$ cat src/rtl/i2c_line_filter.sv
// I2C input conditioning: 2-flop synchronisers, per-line spike filter,
// SCL edge pulses, START/STOP detection and bus-busy tracking.
module i2c_line_filter #(
   parameter int unsigned filter_len = 3
) (
   input  logic clk_i,
   input  logic rst_ni,
   input  logic scl_i,
   input  logic sda_i,
   output logic scl_o,
   output logic sda_o,
   output logic scl_rise_o,
   output logic scl_fall_o,
   output logic start_o,
   output logic stop_o,
   output logic busy_o,
   output logic glitch_o
);

   localparam int unsigned CNT_W   = 4;
   localparam int unsigned LINES   = 2;
   localparam logic [CNT_W-1:0] CNT_MAX = CNT_W'(filter_len - 1);

   // Line index 0 is SCL, index 1 is SDA.
   logic [LINES-1:0]            r_s1;
   logic [LINES-1:0]            r_s2;
   logic [LINES-1:0]            r_filt;
   logic [LINES-1:0]            r_filt_d;
   logic [LINES-1:0][CNT_W-1:0] r_cnt;
   logic                        r_rise;
   logic                        r_fall;
   logic                        r_start;
   logic                        r_stop;
   logic                        r_busy;
   logic                        r_glitch;

   logic [LINES-1:0]            w_filt_nxt;
   logic [LINES-1:0][CNT_W-1:0] w_cnt_nxt;
   logic                        w_glitch_nxt;
   logic                        w_rise_nxt;
   logic                        w_fall_nxt;
   logic                        w_start_nxt;
   logic                        w_stop_nxt;
   logic                        w_busy_nxt;

   // Persistence filter: a new level must be seen filter_len cycles in a row.
   always_comb begin
      w_filt_nxt   = r_filt;
      w_cnt_nxt    = '0;
      w_glitch_nxt = 1'b0;
      for (int i = 0; i < LINES; i++) begin
         if (r_s2[i] == r_filt[i]) begin
            w_cnt_nxt[i] = '0;
            if (r_cnt[i] != '0) begin
               w_glitch_nxt = 1'b1;
            end
         end else if (r_cnt[i] == CNT_MAX) begin
            w_filt_nxt[i] = r_s2[i];
            w_cnt_nxt[i]  = '0;
         end else begin
            w_cnt_nxt[i] = r_cnt[i] + CNT_W'(1);
         end
      end
   end

   // Events from filtered levels; a simultaneous SCL change masks START/STOP.
   always_comb begin
      w_rise_nxt  = r_filt[0] & ~r_filt_d[0];
      w_fall_nxt  = ~r_filt[0] & r_filt_d[0];
      w_start_nxt = r_filt[0] & r_filt_d[0] & ~r_filt[1] & r_filt_d[1];
      w_stop_nxt  = r_filt[0] & r_filt_d[0] & r_filt[1] & ~r_filt_d[1];
      w_busy_nxt  = r_busy;
      if (w_start_nxt) begin
         w_busy_nxt = 1'b1;
      end else if (w_stop_nxt) begin
         w_busy_nxt = 1'b0;
      end
   end

   always_ff @(posedge clk_i or negedge rst_ni) begin
      if (!rst_ni) begin
         r_s1     <= '1;
         r_s2     <= '1;
         r_filt   <= '1;
         r_filt_d <= '1;
         r_cnt    <= '0;
         r_rise   <= 1'b0;
         r_fall   <= 1'b0;
         r_start  <= 1'b0;
         r_stop   <= 1'b0;
         r_busy   <= 1'b0;
         r_glitch <= 1'b0;
      end else begin
         r_s1     <= {sda_i, scl_i};
         r_s2     <= r_s1;
         r_filt   <= w_filt_nxt;
         r_filt_d <= r_filt;
         r_cnt    <= w_cnt_nxt;
         r_rise   <= w_rise_nxt;
         r_fall   <= w_fall_nxt;
         r_start  <= w_start_nxt;
         r_stop   <= w_stop_nxt;
         r_busy   <= w_busy_nxt;
         r_glitch <= w_glitch_nxt;
      end
   end

   assign scl_o      = r_filt[0];
   assign sda_o      = r_filt[1];
   assign scl_rise_o = r_rise;
   assign scl_fall_o = r_fall;
   assign start_o    = r_start;
   assign stop_o     = r_stop;
   assign busy_o     = r_busy;
   assign glitch_o   = r_glitch;

endmodule

$ cat config.mk
export PLATFORM = sky130hd
export DESIGN_NAME = i2c_line_filter
export DESIGN_NICKNAME = d
export VERILOG_FILES = /design/src/rtl/i2c_line_filter.sv
export SDC_FILE = /design/constraint.sdc
export NUM_CORES = 1
export LEC_CHECK = 0
export BUFFER_PORTS_ARGS = -buffer_cell sky130_fd_sc_hd__buf_2
export CORE_MARGIN = 4
export CORE_UTILIZATION = 25
export DETAILED_ROUTE_END_ITERATION = 12
export PLACE_DENSITY = 0.49
export REMOVE_ABC_BUFFERS = 1
export SKIP_LAST_GASP = 1
export SYNTH_ARGS = -nofsm -noshare
export SYNTH_HDL_FRONTEND = slang
export SYNTH_SLANG_ARGS = --single-unit
$ cat constraint.sdc
create_clock -name clk_i -period 1.35 [get_ports clk_i]
set_clock_uncertainty 0.05 [all_clocks]
set_input_delay 0.27 -clock clk_i [delete_from_list [all_inputs] [get_ports clk_i]]
set_output_delay 0.27 -clock clk_i [all_outputs]
set_load 0.03 [all_outputs]
After elaboration in Yosys (flattened, before gate mapping)
Cells that the tools add are included.
{"block": "totals", "register_bits": 22, "elab_cells": 47, "in_bits": 4}
{"block": "op_classes", "n_reduce_logical": 5, "eq_ne": 4, "add_sub_neg": 2, "muxes": 10, "bitwise": 13}
{"operator": "$mux W4", "count": 4}
{"operator": "$add A4 B1 Y4 const B", "count": 2}
{"operator": "$eq A4 B2 Y1 const B", "count": 2}
{"operator": "$reduce_bool A4 Y1", "count": 2}
{"operator": "$and A1 B1 Y1", "count": 7}
{"operator": "$mux W1", "count": 6}
{"operator": "$not A1 Y1", "count": 6}
{"operator": "$reduce_and A2 Y1", "count": 2}
{"operator": "$eq A1 B1 Y1", "count": 2}
{"operator": "$reduce_bool A2 Y1", "count": 1}

Longest topological paths before layout
{"block": "logic_depth", "depth_word": 5, "mapped_depth": 3, "ltp_nobuf": 3}

Worst setup path before layout
OpenSTA, ideal clock, no wires.
{"block": "synth_path", "path_type": "register -> register", "start": "register r_filt[0]", "end": "register r_busy (netlist: busy_o)", "path_stages_with_launch": 4, "synth_period_minus_slack_ps": 1223, "setup_time_ps": 125, "arrival_time_ps": 1049, "n_path_buf": 0, "path_slack_ps": 127, "cell_sequence": "dfstp_2 > nand2_1 > nor3b_1 > o21bai_1"}
{"block": "synth_between", "elab_chain_cells": 4}
{"item": "from (decl)", "line": "27", "text": "logic [LINES-1:0] r_filt;"}
{"item": "from (signal assigned)", "line": "96", "text": "r_filt <= w_filt_nxt;"}
{"item": "$and A1 B1 Y1 (3 in a row)", "line": "71", "text": "w_stop_nxt = r_filt[0] & r_filt_d[0] & r_filt[1] & ~r_filt_d[1];"}
{"item": "named net w_stop_nxt", "line": "43", "text": "logic w_stop_nxt;"}
{"item": "$reduce_bool A2 Y1 (no source line)"}
{"item": "to (signal assigned)", "line": "103", "text": "r_busy <= w_busy_nxt;"}
{"item": "to (decl)", "line": "34", "text": "logic r_busy;"}
The timed path passes the listed nets, and every way through them passes these cells.
A chain may end at the register's enable or synchronous reset.

Worst setup path after layout
{"block": "layout_path", "start": "register r_filt[1]", "end": "output port sda_o"}
{"item": "to (decl)", "line": "11", "text": "output logic sda_o,"}
No word-level cell between the ends.

==> reports/metrics.csv <==
stage;metric;value;unit
outcome;run_status;finished, final reports clean;
sta;fmax;751;MHz
critical_path;cp.buffers_inverters;1;
placed_design;dpl.cell_count;115;
yosys;synth_top_cell_by_area;dfrtp_1;
finish;antennaDiodeCount;0;
critical_path;required;1.03;ns
placed_design;portBuffers;11;
sta;finalCritPeriodShare;98.6;%
clock_network;cts_made_buffers;3;
clock_network;cts.sinks;22;
yosys;synth-edff-count;0;
hold_path;hold_path_class;reg2reg;
detailed_routing;via_count;505;
detailed_routing;wl_per_cell;9.99;µm
yosys;yosys_warnings;0;
placed_design;dpl.hpwl;831;µm
yosys;synthesis.area;820;µm²
finish;syn2layout_area_growth;25.5;%
global_routing;grt_max_degree;23;
sta;setup_violations;0;
global_routing;grt_pass1_vias;498;
global_routing;antenna_found_initial;0;
run;maxCapViolCount;0;
critical_path;path_depth;1;
global_routing;grt_usage;6.99;%
yosys;ys.flop_type;dfrtp_1;
critical_path;crit_path_max_incr_delay;0.57;ns
sta;slew_headroom;69.1;%
finish;instances_no_fill;124;
clock_network;path_clk_slew;0.12;ns
die;die_height;65.3;µm
placed_design;place_congestion;0.687;
yosys;syn-instance-count;60;
sta;rsz0062_at_grt;true;
critical_path;path_cells;buf_6;
global_routing;grt-ovfl-total;0;
critical_path;r2r_cells;4;
detailed_routing;dr.pass1.iters;4;
power_and_ir_drop;p_leak;0.452;nW
sta;fin_crit;1.33;ns
finish;drive_gt1_share;38.8;%
power_and_ir_drop;cellPowerDensity;2220;nW/µm²
die;design.core.area;3100;µm²
critical_path;cp.arrival;1.01;ns
sta;worstMarginPinSlew;0.463;ns
detailed_routing;drc;0;
clock_network;htreeDepth;1;
detailed_routing;vias_per_cell;4.07;
sta;drv_slew;0;
critical_path;crit_type;reg2out;
die;die_w;65.3;µm
yosys;ys_ff_latch;22;
power_and_ir_drop;max-vdd-ir-drop;0.561;mV
finish;fill_cells;340;
global_routing;grt_first_pass_wirelength;2180;µm
yosys;synth_area_leaders;dfrtp_1 43%, dfstp_2 26%, xor2_1 4.3%;
clock_network;clk_latency;0.31;ns
critical_path;cp_top_family;flip-flops;
critical_path;slowest_stage;dfstp_2;
clock_network;cts_buffer_depth;2;
yosys;yosysSeqAreaShare;68.4;%
die;dieArea;4260;µm²
sta;layout_setup_ws;0.0184;ns
detailed_routing;first_iter_violations;11;
die;ios;12;
hold_path;min_path_cells;0;
critical_path;crit_fanout;2;
critical_path;endpoint_kind;primary output;
detailed_routing;routed_wl;1240;µm
clock_network;root_buffer;clkbuf_4;
die;rows;20;
critical_path;start_kind;flop;
sta;finalHoldViolations;0;
yosys;synthArstFlopShare;100;%
detailed_routing;antenna_left;0;
yosys;avgSynthCellArea;13.7;µm²
finish;fin_nets;85;
yosys;yosysUniqueCellTypes;19;
die;start_util;26.4;%
yosys;synth_top_area_share;42.7;%
placed_design;dp_worst_setup_slack;0.144;ns
clock_network;cts_tree;yes;
[synth_stat cells, types with 2 or more instances]
cell type  number
dfstp_2         8
nor2_1          8
dfrtp_1        14
xor2_1          4
o21ai_0         2
a211oi_1        2
o41ai_1         2
xnor2_1         2
nand3b_1        2
nand2_1         4
nand3_1         2
mux2_2          3
[repair_timing]
action,4_1_cts,5_1_grt
hold endpoints to repair,16,0
hold buffers,3,0
gates resized for setup,3,2
buffers inserted,2,0
setup endpoints to repair,2,3
[layout make-up]
class / count / area (µm²) / share of cell area (%)
Clock buffer: 4 / 36.3 / 3.53
Sequential cell: 22 / 561 / 54.5
Multi-Input combinational cell: 37 / 260 / 25.3
Inverter: 1 / 3.75 / 0.365
Tap cell: 44 / 55.1 / 5.35
Timing Repair Buffer: 16 / 113 / 10.9
[report_power, final]
part | leakage, nW | internal [mW] | switching, mW
clock network | 0.0210 | 0.165 | 0.191
logic | 0.162 | 0.379 | 0.462
registers | 0.269 | 0.915 | 0.168
[registers in the layout, indices dropped and copies added (netlist names)]
signal,cells
start_o,1
scl_rise_o,1
r_filt,2
scl_fall_o,1
r_s1,2
busy_o,1
stop_o,1
r_filt_d,2
r_s2,2
r_cnt,8
glitch_o,1
[worst paths after layout]
path	startpoint	end	slack [ns]
setup / recovery	r_filt[1]	sda_o	0.02
hold / removal	r_s1[0]	r_s2[0]	0.31
setup reg to reg	r_filt[1]	glitch_o	0.08
hold reg to reg	r_s1[0]	r_s2[0]	0.31
max in group asynchronous	rst_ni	r_s2[1]	0.52
min in group asynchronous	rst_ni	r_cnt[0]	0.37
[logic make-up after synthesis]
kind of cell              count (synthesis)  synth area share [%]
buffers and inverters                     1                 0.458
muxes                                     4                  5.95
AOI/OAI and AO/OA                         7                  6.11
DFF                                      22                  68.4
and+or+nand+nor                          20                  12.7
xor gates and xnor gates                  6                  6.41
[metal layers]
metal  global-route usage [%]  wire, µm  up-vias
li1                         -         -      244
met4                     3.11         0        0
met1                     8.07       613      246
met5                        0         0        -
met2                     10.7       542       15
met3                     3.59        83        0
[through the flow]
stage | setup TNS [ns] | total power, mW | hold WS [ns] | cell area (µm²) | util (%)
floorplan | 0 | 1.64 | -0.0756 | 820 | -
global placement | 0 | 1.84 | 0.204 | 930 | 30.0
detailed placement | 0 | 1.85 | 0.209 | 930 | 30.0
CTS | 0 | 2.29 | 0.316 | 1020 | 32.9
global route | -0.0405 | 2.44 | 0.323 | 1030 | 33.1
finish | 0 | 2.28 | 0.314 | 1030 | 33.1
[layout by cell type (no fill, tap or decap)]
cell type      netlist  final
dfstp_2              8      8
mux2_4               1      1
dfrtp_1             14     14
clkbuf_8             0      1
clkbuf_4             0      3
nand3_1              2      2
inv_1                1      1
nand2_1              4      4
buf_4                0      2
nor2_1               8      8
mux2_2               3      3
nand3b_1             2      2
buf_2                0      9
o21bai_1             1      1
dlygate4sd3_1        0      3
xnor2_1              2      2
o41ai_1              2      2
buf_6                0      2
xor2_1               4      4
a211oi_1             2      2
nor3b_2              1      2
nor2b_1              1      1
o21ai_0              2      2
and2b_1              1      1
(Power assumes the default switching activity.)
